File: src/rtl/fetch_stage_if.sv
// Fetch-stage handshake bundle: imem request/response, branch redirect, and the decode-facing instruction port.
// master = fetch stage side, slave = memory/decode/execute side.
interface fetch_stage_if;
  logic        imem_req_valid;
  logic        imem_req_ready;
  logic [31:0] imem_req_addr;
  logic        imem_rsp_valid;
  logic [31:0] imem_rsp_data;
  logic        redirect_en;
  logic [31:0] redirect_pc;
  logic        instr_valid;
  logic        instr_ready;
  logic [31:0] instr;
  logic [31:0] instr_pc;
  logic        fetch_misaligned;

  modport master (
    output imem_req_valid, imem_req_addr, instr_valid, instr, instr_pc, fetch_misaligned,
    input  imem_req_ready, imem_rsp_valid, imem_rsp_data, redirect_en, redirect_pc, instr_ready
  );

  modport slave (
    input  imem_req_valid, imem_req_addr, instr_valid, instr, instr_pc, fetch_misaligned,
    output imem_req_ready, imem_rsp_valid, imem_rsp_data, redirect_en, redirect_pc, instr_ready
  );
endinterface

File: src/rtl/fetch_stage.sv
// RV32I fetch: PC + credit-limited imem reads, response -> instr_valid next cycle; stalls on credit/imem_req_ready/instr_ready.
// Optional misaligned-redirect trap (HALT) when FETCH_MISALIGN_CHECK_EN is defined.
module fetch_stage #(
  parameter logic [31:0] RESET_PC   = 32'h0000_0000,
  parameter int          FIFO_DEPTH = 2
) (
  input  logic          clk,
  input  logic          rst,
  fetch_stage_if.master bus
);
  localparam int          AW  = $clog2(FIFO_DEPTH);
  localparam int          CW  = AW + 1;
  localparam logic [31:0] NOP = 32'h0000_0013;

  typedef enum logic [1:0] {BOOT, RUN, HALT} state_t;

  state_t        state;
  logic [31:0]   pc;
  logic [CW-1:0] outstanding, drop_cnt, fifo_count;
  logic [AW-1:0] pcq_wr, pcq_rd, fifo_wr, fifo_rd;
  logic          instr_vld_q;
  logic [31:0]   pcq      [FIFO_DEPTH];
  logic [31:0]   fifo_dat [FIFO_DEPTH];
  logic [31:0]   fifo_pc  [FIFO_DEPTH];

  logic [CW+1:0] occupancy;
  logic          credit, redir, req_fire, rsp_drop, rsp_keep, push, pop, mis_redir;
  logic [CW-1:0] fifo_count_nxt;
  logic [31:0]   redirect_target;

  // Every word in flight, buffered or awaiting discard holds one FIFO slot.
  assign occupancy = {2'b00, outstanding} + {2'b00, fifo_count} + {2'b00, drop_cnt};
  assign credit    = occupancy < (CW+2)'(FIFO_DEPTH);

  assign redir           = bus.redirect_en && (state == RUN);
  assign redirect_target = bus.redirect_pc & 32'hFFFF_FFFC;
  assign req_fire        = bus.imem_req_valid && bus.imem_req_ready;
  assign rsp_drop        = bus.imem_rsp_valid && (drop_cnt != '0);
  assign rsp_keep        = bus.imem_rsp_valid && (drop_cnt == '0) && (outstanding != '0);
  assign push            = rsp_keep && !redir;
  assign pop             = instr_vld_q && bus.instr_ready;
  assign fifo_count_nxt  = fifo_count + CW'(push) - CW'(pop);

`ifdef FETCH_MISALIGN_CHECK_EN
  logic misaligned_q;
  assign mis_redir            = redir && (bus.redirect_pc[1:0] != 2'b00);
  assign bus.fetch_misaligned = misaligned_q;
`else
  assign mis_redir            = 1'b0;
  assign bus.fetch_misaligned = 1'b0;
`endif

  assign bus.imem_req_valid = (state == RUN) && credit && !bus.redirect_en;
  assign bus.imem_req_addr  = pc;
  assign bus.instr_valid    = instr_vld_q;
  assign bus.instr          = instr_vld_q ? fifo_dat[fifo_rd] : NOP;
  assign bus.instr_pc       = instr_vld_q ? fifo_pc[fifo_rd]  : 32'h0;

  always_ff @(posedge clk or negedge rst) begin
    if (!rst) begin
      state       <= BOOT;
      pc          <= RESET_PC;
      outstanding <= '0;
      drop_cnt    <= '0;
      fifo_count  <= '0;
      pcq_wr      <= '0;
      pcq_rd      <= '0;
      fifo_wr     <= '0;
      fifo_rd     <= '0;
      instr_vld_q <= 1'b0;
`ifdef FETCH_MISALIGN_CHECK_EN
      misaligned_q <= 1'b0;
`endif
    end else begin
      case (state)
        BOOT:    state <= RUN;
        RUN:     if (mis_redir) state <= HALT;
        default: state <= state;
      endcase
`ifdef FETCH_MISALIGN_CHECK_EN
      if (mis_redir) misaligned_q <= 1'b1;
`endif
      if (redir) begin
        // Everything still in flight is now stale, including a response landing this cycle.
        pc          <= redirect_target;
        drop_cnt    <= drop_cnt + outstanding - CW'(bus.imem_rsp_valid);
        outstanding <= '0;
        pcq_wr      <= '0;
        pcq_rd      <= '0;
        fifo_count  <= '0;
        fifo_wr     <= '0;
        fifo_rd     <= '0;
        instr_vld_q <= 1'b0;
      end else begin
        if (req_fire) begin
          pc     <= pc + 32'd4;
          pcq_wr <= pcq_wr + 1'b1;
        end
        if (rsp_keep) pcq_rd <= pcq_rd + 1'b1;
        if (rsp_drop) drop_cnt <= drop_cnt - 1'b1;
        outstanding <= outstanding + CW'(req_fire) - CW'(rsp_keep);
        if (push) fifo_wr <= fifo_wr + 1'b1;
        if (pop)  fifo_rd <= fifo_rd + 1'b1;
        fifo_count  <= fifo_count_nxt;
        instr_vld_q <= (fifo_count_nxt != '0);
      end
    end
  end

  always_ff @(posedge clk) begin
    if (req_fire && !redir) pcq[pcq_wr] <= pc;
    if (push) begin
      fifo_dat[fifo_wr] <= bus.imem_rsp_data;
      fifo_pc[fifo_wr]  <= pcq[pcq_rd];
    end
  end
endmodule

File: src/flat_wrapper.sv
// flat-port wrapper written by rule: the top's interface ports become plain ports
module fetch_stage_flat 
#(
  parameter logic [31:0] RESET_PC   = 32'h0000_0000,
  parameter int          FIFO_DEPTH = 2
)
  (clk, rst, bus_imem_req_valid, bus_imem_req_addr, bus_instr_valid, bus_instr, bus_instr_pc, bus_fetch_misaligned, bus_imem_req_ready, bus_imem_rsp_valid, bus_imem_rsp_data, bus_redirect_en, bus_redirect_pc, bus_instr_ready);
  fetch_stage_if bus_i ();
  input  logic clk;
  input  logic rst;
  output wire logic [$bits(bus_i.imem_req_valid)-1:0] bus_imem_req_valid;
  output wire logic [$bits(bus_i.imem_req_addr)-1:0] bus_imem_req_addr;
  output wire logic [$bits(bus_i.instr_valid)-1:0] bus_instr_valid;
  output wire logic [$bits(bus_i.instr)-1:0] bus_instr;
  output wire logic [$bits(bus_i.instr_pc)-1:0] bus_instr_pc;
  output wire logic [$bits(bus_i.fetch_misaligned)-1:0] bus_fetch_misaligned;
  input wire logic [$bits(bus_i.imem_req_ready)-1:0] bus_imem_req_ready;
  input wire logic [$bits(bus_i.imem_rsp_valid)-1:0] bus_imem_rsp_valid;
  input wire logic [$bits(bus_i.imem_rsp_data)-1:0] bus_imem_rsp_data;
  input wire logic [$bits(bus_i.redirect_en)-1:0] bus_redirect_en;
  input wire logic [$bits(bus_i.redirect_pc)-1:0] bus_redirect_pc;
  input wire logic [$bits(bus_i.instr_ready)-1:0] bus_instr_ready;
  assign bus_imem_req_valid = bus_i.imem_req_valid;
  assign bus_imem_req_addr = bus_i.imem_req_addr;
  assign bus_instr_valid = bus_i.instr_valid;
  assign bus_instr = bus_i.instr;
  assign bus_instr_pc = bus_i.instr_pc;
  assign bus_fetch_misaligned = bus_i.fetch_misaligned;
  assign bus_i.imem_req_ready = bus_imem_req_ready;
  assign bus_i.imem_rsp_valid = bus_imem_rsp_valid;
  assign bus_i.imem_rsp_data = bus_imem_rsp_data;
  assign bus_i.redirect_en = bus_redirect_en;
  assign bus_i.redirect_pc = bus_redirect_pc;
  assign bus_i.instr_ready = bus_instr_ready;
  fetch_stage #(.RESET_PC(RESET_PC), .FIFO_DEPTH(FIFO_DEPTH)) u_core (.clk(clk), .rst(rst), .bus(bus_i));
endmodule
File: config.mk
export PLATFORM = sky130hd
export DESIGN_NAME = fetch_stage_flat
export DESIGN_NICKNAME = d
export VERILOG_FILES = /design/src/rtl/fetch_stage_if.sv /design/src/rtl/fetch_stage.sv /design/src/flat_wrapper.sv
export SDC_FILE = /design/constraint.sdc
export NUM_CORES = 1
export LEC_CHECK = 0
export ABC_CLOCK_PERIOD_IN_PS = 5100
export CELL_PAD_IN_SITES_DETAIL_PLACEMENT = 0
export CELL_PAD_IN_SITES_GLOBAL_PLACEMENT = 2
export CORE_AREA = 2 2 182 184
export DETAILED_ROUTE_END_ITERATION = 8
export DIE_AREA = 0 0 184 186
export MAX_ROUTING_LAYER = met4
export PLACE_DENSITY_LB_ADDON = 0.1
export SYNTH_ARGS = -nofsm -noshare
export SYNTH_HDL_FRONTEND = slang
export SYNTH_SLANG_ARGS = --single-unit
File: constraint.sdc
create_clock -name clk -period 5.1 [get_ports clk]
set_input_delay 1.02 -clock clk [delete_from_list [all_inputs] [get_ports clk]]
set_output_delay 1.02 -clock clk [all_outputs]
set_load 0.05 [all_outputs]
==> Yosys cells after proc, flatten, opt, wreduce, memory -nomap -nowiden <==
Memory sizes are Yosys's and may differ from the RTL's.
Cells that the tools add are included.
{ "totals": {"register_bits": 44, "mem_count": 3, "out_inout_bits": 99, "word_cells": 71, "in_bits": 70, "ramBits": 192} }
{ "op_classes": {"n_mux": 21, "n_reduce_logical": 22, "magnitude_cmp": 1, "addsub": 14} }
{ "mem_list": {"columns": ["memory", "words", "word_bits", "rd", "rd_clocked_by_memory_dff", "write_ports", "line", "source"], "rows": [
  ["u_core.fifo_dat", 2, 32, 1, 0, 1, "fetch_stage.sv:23", "logic [31:0] fifo_dat [FIFO_DEPTH];"],
  ["u_core.fifo_pc", 2, 32, 1, 0, 1, "fetch_stage.sv:24", "logic [31:0] fifo_pc [FIFO_DEPTH];"],
  ["u_core.pcq", 2, 32, 1, 0, 1, "fetch_stage.sv:22", "logic [31:0] pcq [FIFO_DEPTH];"]
]} }
{ "op_table": {"columns": ["operator", "n"], "rows": [
  ["32-bit two-way mux", 4],
  ["32-bit by 3-bit adder with 32-bit output, second input constant", 1],
  ["2-bit nonzero test", 8],
  ["1-bit two-way mux", 13],
  ["1-bit logical AND", 10],
  ["2-bit two-way mux", 4],
  ["2-bit by 1-bit subtractor with 2-bit output", 3],
  ["1-bit adder, second input constant", 4],
  ["2-bit by 1-bit adder with 2-bit output", 2],
  ["4-bit by 2-bit adder with 4-bit output", 1],
  ["2-bit zero test", 2],
  ["4-bit by 2-bit < comparator with 1-bit output, second input constant", 1],
  ["2-bit by 2-bit adder with 3-bit output", 1],
  ["2-bit adder", 1],
  ["1-bit zero test", 2],
  ["2-bit by 1-bit subtractor with 2-bit output, second input constant", 1]
]} }

==> Logic depth before layout (Yosys ltp) <==
Gate-level depths: netlist (run 1).
{ "depth": {"depth_word": 9, "mapped_depth": 12, "depth_no_buf": 11} }

==> Least setup slack after synthesis (run 1) <==
No wires, ideal clock.
{ "synth_timing": {"kind": "in2reg", "startpoint": "input bus_redirect_en", "endpoint": "memory u_core.fifo_dat[0][0], enable pin", "setup_time_ns": 0.558, "path_slack_ns": -1.190, "stages": 4, "required_ns": 4.542, "arrival_time_ns": 5.732, "path_buffers": 2, "cell_sequence": "and2_1 -> clkbuf_1 -> clkbuf_1 -> nor3_1"} }
{ "synth_between": {"elab_chain_len": 5} }
{ "synth_rtl": {"columns": ["element", "line", "source"], "rows": [
  ["start, declared", "flat_wrapper.sv:20", "input wire logic [$bits(bus_i.redirect_en)-1:0] bus_redirect_en;"],
  ["1-bit logical AND", "fetch_stage.sv:35", "assign redir = bus.redirect_en && (state == RUN);"],
  ["1-bit zero test", "fetch_stage.sv:40", "assign push = rsp_keep && !redir;"],
  ["1-bit logical AND", "fetch_stage.sv:40", null],
  ["1-bit two-way mux", "fetch_stage.sv:112", "if (push) begin"],
  ["1-bit two-way mux (implied by the code)", "fetch_stage.sv:113", "fifo_dat[fifo_wr] <= bus.imem_rsp_data;"],
  ["end, declared", "fetch_stage.sv:23", null]
]} }
No other way between the ends.

==> Worst setup path in the final report (run 1) <==
{ "layout_timing": {"startpoint": "register u_core.fifo_count[0]", "endpoint": "output bus_imem_req_valid"} }
{ "layout_between": {"elab_chain_len": 5} }
{ "layout_rtl": {"columns": ["element", "line", "source"], "rows": [
  ["start, declared", "fetch_stage.sv:19", "logic [CW-1:0] outstanding, drop_cnt, fifo_count;"],
  ["start signal, assigned", "fetch_stage.sv:104", "fifo_count <= fifo_count_nxt;"],
  ["2-bit by 2-bit adder with 3-bit output", "fetch_stage.sv:32", "assign occupancy = {2'b00, outstanding} + {2'b00, fifo_count} + {2'b00, drop_cnt};"],
  ["4-bit by 2-bit adder with 4-bit output", "fetch_stage.sv:32", null],
  ["4-bit by 2-bit < comparator with 1-bit output", "fetch_stage.sv:33", "assign credit = occupancy < (CW+2)'(FIFO_DEPTH);"],
  ["1-bit logical AND (2 in series)", "fetch_stage.sv:53", "assign bus.imem_req_valid = (state == RUN) && credit && !bus.redirect_en;"],
  ["end, declared", "flat_wrapper.sv:11", "output wire logic [$bits(bus_i.imem_req_valid)-1:0] bus_imem_req_valid;"]
]} }
No other way between the ends.

==> results of run 1 <==
area by class of cell:
type                    count  area, sq um
fillers                  3090        19800
multi-input cells         372         2780
clock buffers              34          691
well taps                 408          510
clock inverters            14          158
flip-flops and latches    226         6580
repair buffers            171         1680
inverters                  12         45.0
kinds of logic after synthesis:
group / after synthesis / share of synthesized area (%)
compound gates: 44 / 2.72
xor+xnor: 31 / 2.85
fa+ha+maj: 12 / 1.73
buf+inv: 49 / 2.23
flops: 226 / 69.0
mux: 93 / 10.2
other cells: 2 / 0.0788
simple gates: 186 / 11.2
registers in the layout, summed over array words and instances, names as in the netlist:
| name | cells |
|---|---|
| u_core.fifo_dat | 64 |
| u_core.fifo_pc | 60 |
| u_core.pcq | 60 |
| u_core.bus.imem_req_addr | 30 |
| u_core.drop_cnt | 2 |
| u_core.fifo_count | 2 |
| u_core.outstanding | 2 |
| u_core.bus.instr_valid | 1 |
| u_core.fifo_rd | 1 |
| u_core.fifo_wr | 1 |
| u_core.pcq_rd | 1 |
| u_core.pcq_wr | 1 |
| u_core.state | 1 |
synthesized netlist by cell type, types with 10 or more instances:
cell / count / area [sq um]
a31oi_1: 10 / 62.6
clkbuf_1: 20 / 75.1
dfrtp_1: 42 / 1050
edfxtp_1: 184 / 5530
ha_1: 10 / 125
inv_1: 12 / 45.0
mux2_2: 30 / 338
mux2i_1: 63 / 631
nand2_1: 39 / 146
nor2_1: 19 / 71.3
nor2b_1: 59 / 369
o21ai_0: 24 / 120
xnor2_1: 27 / 236
cells in the final DEF (no fill, tap or decap), drive strengths merged, types with 9 or more instances in the layout:
master         count
buf               11
o21ai             24
nand3             10
edfxtp           184
clkinv             9
ha                10
clkdlybuf4s50    160
mux2i             63
dfrtp             42
inv               12
a31oi             10
clkbuf            34
mux2              30
nor2b             59
xnor2             27
nand2             40
nor2              19
metal layers:
metal	up-vias	track usage [%]	routed length, microns
met5	-	-	0
met3	28	2.47	1160
met4	0	3.42	333
li1	2685	-	-
met2	139	20.7	10000
met1	2769	17.7	10500
critical path: cells and delay by family, from the launching register on:
| kind | cells | cell delay, ns |
|---|---|---|
| DFF | 1 | 0.40 |
| adders and majority gates | 3 | 1.23 |
| buffers and inverters | 2 | 0.90 |
| and+or+nand+nor | 3 | 0.41 |
per-stage QoR:
step	area [sq um]	utilization, %	std cells	hold slack (ns)	total power [mW]
final	12400	38.6	1237	0.547	6.75
after global routing	12400	38.6	1237	0.580	7.09
after CTS	12400	38.6	1237	0.556	6.86
after detailed placement	11600	36.0	1189	0.538	4.99
after global placement	11600	36.0	1189	0.522	4.97
after floorplan	9550	-	647	0.525	4.13
where the power goes:
| group | internal [mW] | switching (mW) | leakage (nW) | total, mW |
|---|---|---|---|---|
| clock | 1.11 | 0.727 | 0.410 | 1.83 |
| combinational | 0.919 | 1.48 | 1.66 | 2.40 |
| sequential | 2.24 | 0.276 | 2.17 | 2.52 |
| total | 4.27 | 2.48 | 4.24 | 6.75 |
final timing paths:
path                            cells after the start                            to                  from
worst max-delay path                                8            bus_imem_req_valid  u_core.fifo_count[0]
worst min-delay path                                2                 u_core.pcq_rd         u_core.pcq_rd
max in group asynchronous                           2                u_core.fifo_rd                   rst
worst max register to register                      9  u_core.bus.imem_req_addr[24]  u_core.fifo_count[0]
worst min register to register                      2                 u_core.pcq_rd         u_core.pcq_rd
min in group asynchronous                           2   u_core.bus.imem_req_addr[4]                   rst
==> impl_metrics.tcl, run 1 <==
set metrics [dict create \
    status "complete, no violations" \
    yosysWarningCount 0 \
    postRouteWirelength_microns 22000 \
    grt_usage_pct 13.2 \
    peakVddDrop_mv 0.305 \
    critical_path.most_common_cell "fa_1" \
    finalCritPeriodShare_pct 87.9 \
    viasPerCell 4.54 \
    dominantRegCellSynth "edfxtp_1" \
    grt_pass1_vias 5894 \
    synthesis.area_sq_mm 0.00953 \
    vias 5621 \
    ctsHoldBuffers 0 \
    cp_data_arrival_time_ns 3.46 \
    postSynthAreaPerCell_sq_um 14.8 \
    async_flop_share_pct 18.6 \
    cts_resized 0 \
    nets 891 \
    ant_nets 0 \
    dr.pass1.iters 4 \
    start_util_pct 29.6 \
    maxCapViolCount 0 \
    finalMaxSlewViolations 0 \
    worst_pin_slew_ns 1.08 \
    crit_fanout 3 \
    syn-instance-count 643 \
    clockBufferDepth 3 \
    crit_slowest_cell "clkdlybuf4s50_1" \
    rsz0062_at_grt "no" \
    leakagePower_nw 4.24 \
    synth-seq-area-share_pct 69.0 \
    setup_viol 0 \
    die_area_sq_mm 0.0342 \
    io_buffers 161 \
    fmax_mhz 223 \
    drt_iter0_markers 307 \
    clock_latency_ns 0.53 \
    slew_headroom_pct 27.8 \
    synth_edf_count 184 \
    core_sq_mm 0.0322 \
    floorplan.rows 66 \
    cpPeakStageDelay_ns 0.83 \
    hold_path_class "reg -> reg" \
    path_clk_slew_ns 0.06 \
    avgRoutedWirePerCell_microns 17.8 \
    p_per_area_mw_per_mm2 542 \
    die_h_microns 186 \
    io_pins 169 \
    htree_levels 1 \
    grt_max_degree 65 \
    grt_pass1_wl_microns 33900 \
    required_ns 4.08 \
    rrSetupSlack_ns 1.40 \
    tns_ns 0 \
    numCtsBuffers 26 \
    routabilityCongestion 0.779 \
    antenna_found_initial 0 \
    preCtsSetupSlack_ns 1.17 \
    area_growth_pct 30.6 \
    cts_setup_buffers 0 \
    worstPathCellList "ha_1 > fa_1 > inv_1 > fa_1 > and3b_1 > nand2_1 > nor2_1 > clkdlybuf4s50_1" \
    end_kind "output port" \
    fin_skew_ns 0.0114 \
    dpl.hpwl_microns 14200 \
    drive_above_1_share_pct 11.1 \
    worstSetupPathType "reg -> out" \
    n_antenna_cell 0 \
    die_w_microns 184 \
    drc 0 \
    clock-root-buffer "clkbuf_16" \
    setup_ws_ns 0.617 \
    synth-seq-cells 226 \
    cts_tree "yes" \
    grt.overflow.total 0 \
    clock_sinks 226 \
    period_needed_ns 4.48 \
    synth.distinct_cells 47 \
    hold_viol 0 \
    cp-start-kind "flop" \
]
Power figures use the tool's default switching activity.
==> run 2: changes to the inputs <==
--- a/config.mk
+++ b/config.mk
@@ -13,6 +13,7 @@
 export DIE_AREA = 0 0 184 186
 export MAX_ROUTING_LAYER = met4
 export PLACE_DENSITY_LB_ADDON = 0.1
+export SETUP_SLACK_MARGIN = 0.2
 export SYNTH_ARGS = -nofsm -noshare
 export SYNTH_HDL_FRONTEND = slang
 export SYNTH_SLANG_ARGS = --single-unit
==> results of run 2 <==
No change in the layout: final DEF, timing and power equal those of run 1.
==> run 3: changes to the inputs <==
--- a/config.mk
+++ b/config.mk
@@ -8,9 +8,9 @@
 export ABC_CLOCK_PERIOD_IN_PS = 5100
 export CELL_PAD_IN_SITES_DETAIL_PLACEMENT = 0
 export CELL_PAD_IN_SITES_GLOBAL_PLACEMENT = 2
-export CORE_AREA = 2 2 182 184
+export CORE_AREA = 2 2 256 132
 export DETAILED_ROUTE_END_ITERATION = 8
-export DIE_AREA = 0 0 184 186
+export DIE_AREA = 0 0 258 134
 export MAX_ROUTING_LAYER = met4
 export PLACE_DENSITY_LB_ADDON = 0.1
 export SETUP_SLACK_MARGIN = 0.2
==> run 3 against run 2 <==
- total power down 1.5%
- register-to-register slack worse by 0.06 ns
- non-clock buffer count down 1
- flip-flop and latch count unchanged
- via count up 0.27%
- critical endpoint unchanged
- clock-buffer cell count up 2
- sequential power down 2%
- largest power group unchanged
- hold slack better by 0.0097 ns
- cell area down 0.10%
- first-iteration DRC count down 17%
==> impl_metrics.tcl, run 3 (synthesis results as in run 1) <==
set metrics [dict create \
    top_regs "u_core.fifo_dat: 64 flops, u_core.fifo_pc: 60 flops, u_core.pcq: 60 flops" \
    layout_common_cells "edfxtp_1, clkdlybuf4s50_1, mux2i_1, nor2b_1, dfrtp_1" \
    setup_viol 0 \
    fin_skew_ns 0.0138 \
    seqCellArea_sq_mm 0.00658 \
    clock_latency_ns 0.52 \
    leakagePower_nw 4.20 \
    io_buffers 161 \
    postRouteWirelength_microns 23300 \
    multi_input_area_sq_mm 0.00278 \
    htree_levels 1 \
    crit_fanout 3 \
    end_kind "output port" \
    routabilityCongestion 0.755 \
    slew_headroom_pct 29.9 \
    drt_iter0_markers 255 \
    floorplan.rows 47 \
    fmax_mhz 228 \
    tns_ns 0 \
    grt.overflow.total 0 \
    grt_usage_pct 13.9 \
    cts_setup_buffers 0 \
    cp-start-kind "flop" \
    rrSetupSlack_ns 1.34 \
    drive_above_1_share_pct 10.7 \
    grt_max_degree 63 \
    nets 887 \
    grt_pass1_wl_microns 35500 \
    ant_nets 0 \
    required_ns 4.08 \
    hold_path_class "reg -> reg" \
    largest_reg_flops 64 \
    avgRoutedWirePerCell_microns 18.4 \
    ctsHoldBuffers 0 \
    clock_sinks 226 \
    peakVddDrop_mv 0.203 \
    core_sq_mm 0.0324 \
    antenna_found_initial 0 \
    io_pins 169 \
    vias 5636 \
    numCtsBuffers 23 \
    final_common_cell "edfxtp_1" \
    die_area_sq_mm 0.0346 \
    status "complete, no violations" \
    grt_pass1_vias 5858 \
    hold_viol 0 \
    dpl.hpwl_microns 15100 \
    cp_data_arrival_time_ns 3.36 \
    clock-root-buffer "clkbuf_16" \
    drc 0 \
    start_util_pct 29.4 \
    p_per_area_mw_per_mm2 534 \
    area_growth_pct 30.5 \
    worst_pin_slew_ns 1.05 \
    maxCapViolCount 0 \
    finalCritPeriodShare_pct 86.0 \
    fill_cells 3043 \
    die_h_microns 134 \
    die_w_microns 258 \
    finalMaxSlewViolations 0 \
    rsz0062_at_grt "no" \
    setup_ws_ns 0.716 \
    largest-register "u_core.fifo_dat" \
    worstSetupPathType "reg -> out" \
    cts_resized 0 \
    preCtsSetupSlack_ns 1.23 \
    period_needed_ns 4.38 \
    viasPerCell 4.46 \
    cts_tree "yes" \
    path_clk_slew_ns 0.06 \
    dr.pass1.iters 4 \
    clockBufferDepth 3 \
]
[run 3: final timing paths]
kind,startpoint,endpoint,cells after the start
worst max-delay path,u_core.outstanding[0],bus_imem_req_valid,8
worst min register to register,u_core.pcq[1][21],u_core.fifo_pc[0][21],1
max in group asynchronous,rst,u_core.fifo_rd,1
worst min-delay path,u_core.pcq[1][21],u_core.fifo_pc[0][21],1
min in group asynchronous,rst,u_core.bus.instr_valid,1
worst max register to register,u_core.outstanding[0],u_core.pcq[1][2],9
[run 3: report_power, final]
part / switching (mW) / leakage [nW] / internal (mW) / total [mW]
clock: 0.697 / 0.370 / 1.01 / 1.71
sequential: 0.232 / 2.17 / 2.24 / 2.47
combinational: 1.54 / 1.66 / 0.924 / 2.46
total: 2.47 / 4.20 / 4.17 / 6.64
[run 3: layout make-up]
type	instances	area share [%]
Antenna cell	1	0.0201
Sequential cell	226	52.9
Inverter	12	0.362
Clock inverter	6	0.694
Clock buffer	36	5.42
Tap cell	441	4.44
Timing Repair Buffer	170	13.8
Multi-Input combinational cell	372	22.4
[run 3: critical path, cell delays in order (launching register included)]
cell and delay (ns):
dfrtp_1 0.40, ha_1 0.20, fa_1 0.50, inv_1 0.06, fa_1 0.49, and3b_1 0.20, nand2_1 0.06, nor2_1 0.11
clkdlybuf4s50_1 0.81
[run 3: stage by stage]
step,util (%),hold slack (ns),instances,area [sq um],power (mW)
floorplan,-,0.525,647,9550,4.13
global placement,36.0,0.524,1221,11700,5.00
detailed placement,36.0,0.548,1221,11700,5.02
CTS,38.4,0.559,1263,12400,6.77
global route,38.4,0.573,1263,12400,6.98
finish,38.4,0.557,1264,12400,6.64
[run 3: per-layer routing]
metal	vias up	GRT usage (%)	part of all wire [%]
li1	2677	-	-
met1	2798	19.2	49
met2	122	21.0	44
met3	39	3.02	4.7
met4	0	3.31	2.2
met5	-	-	0
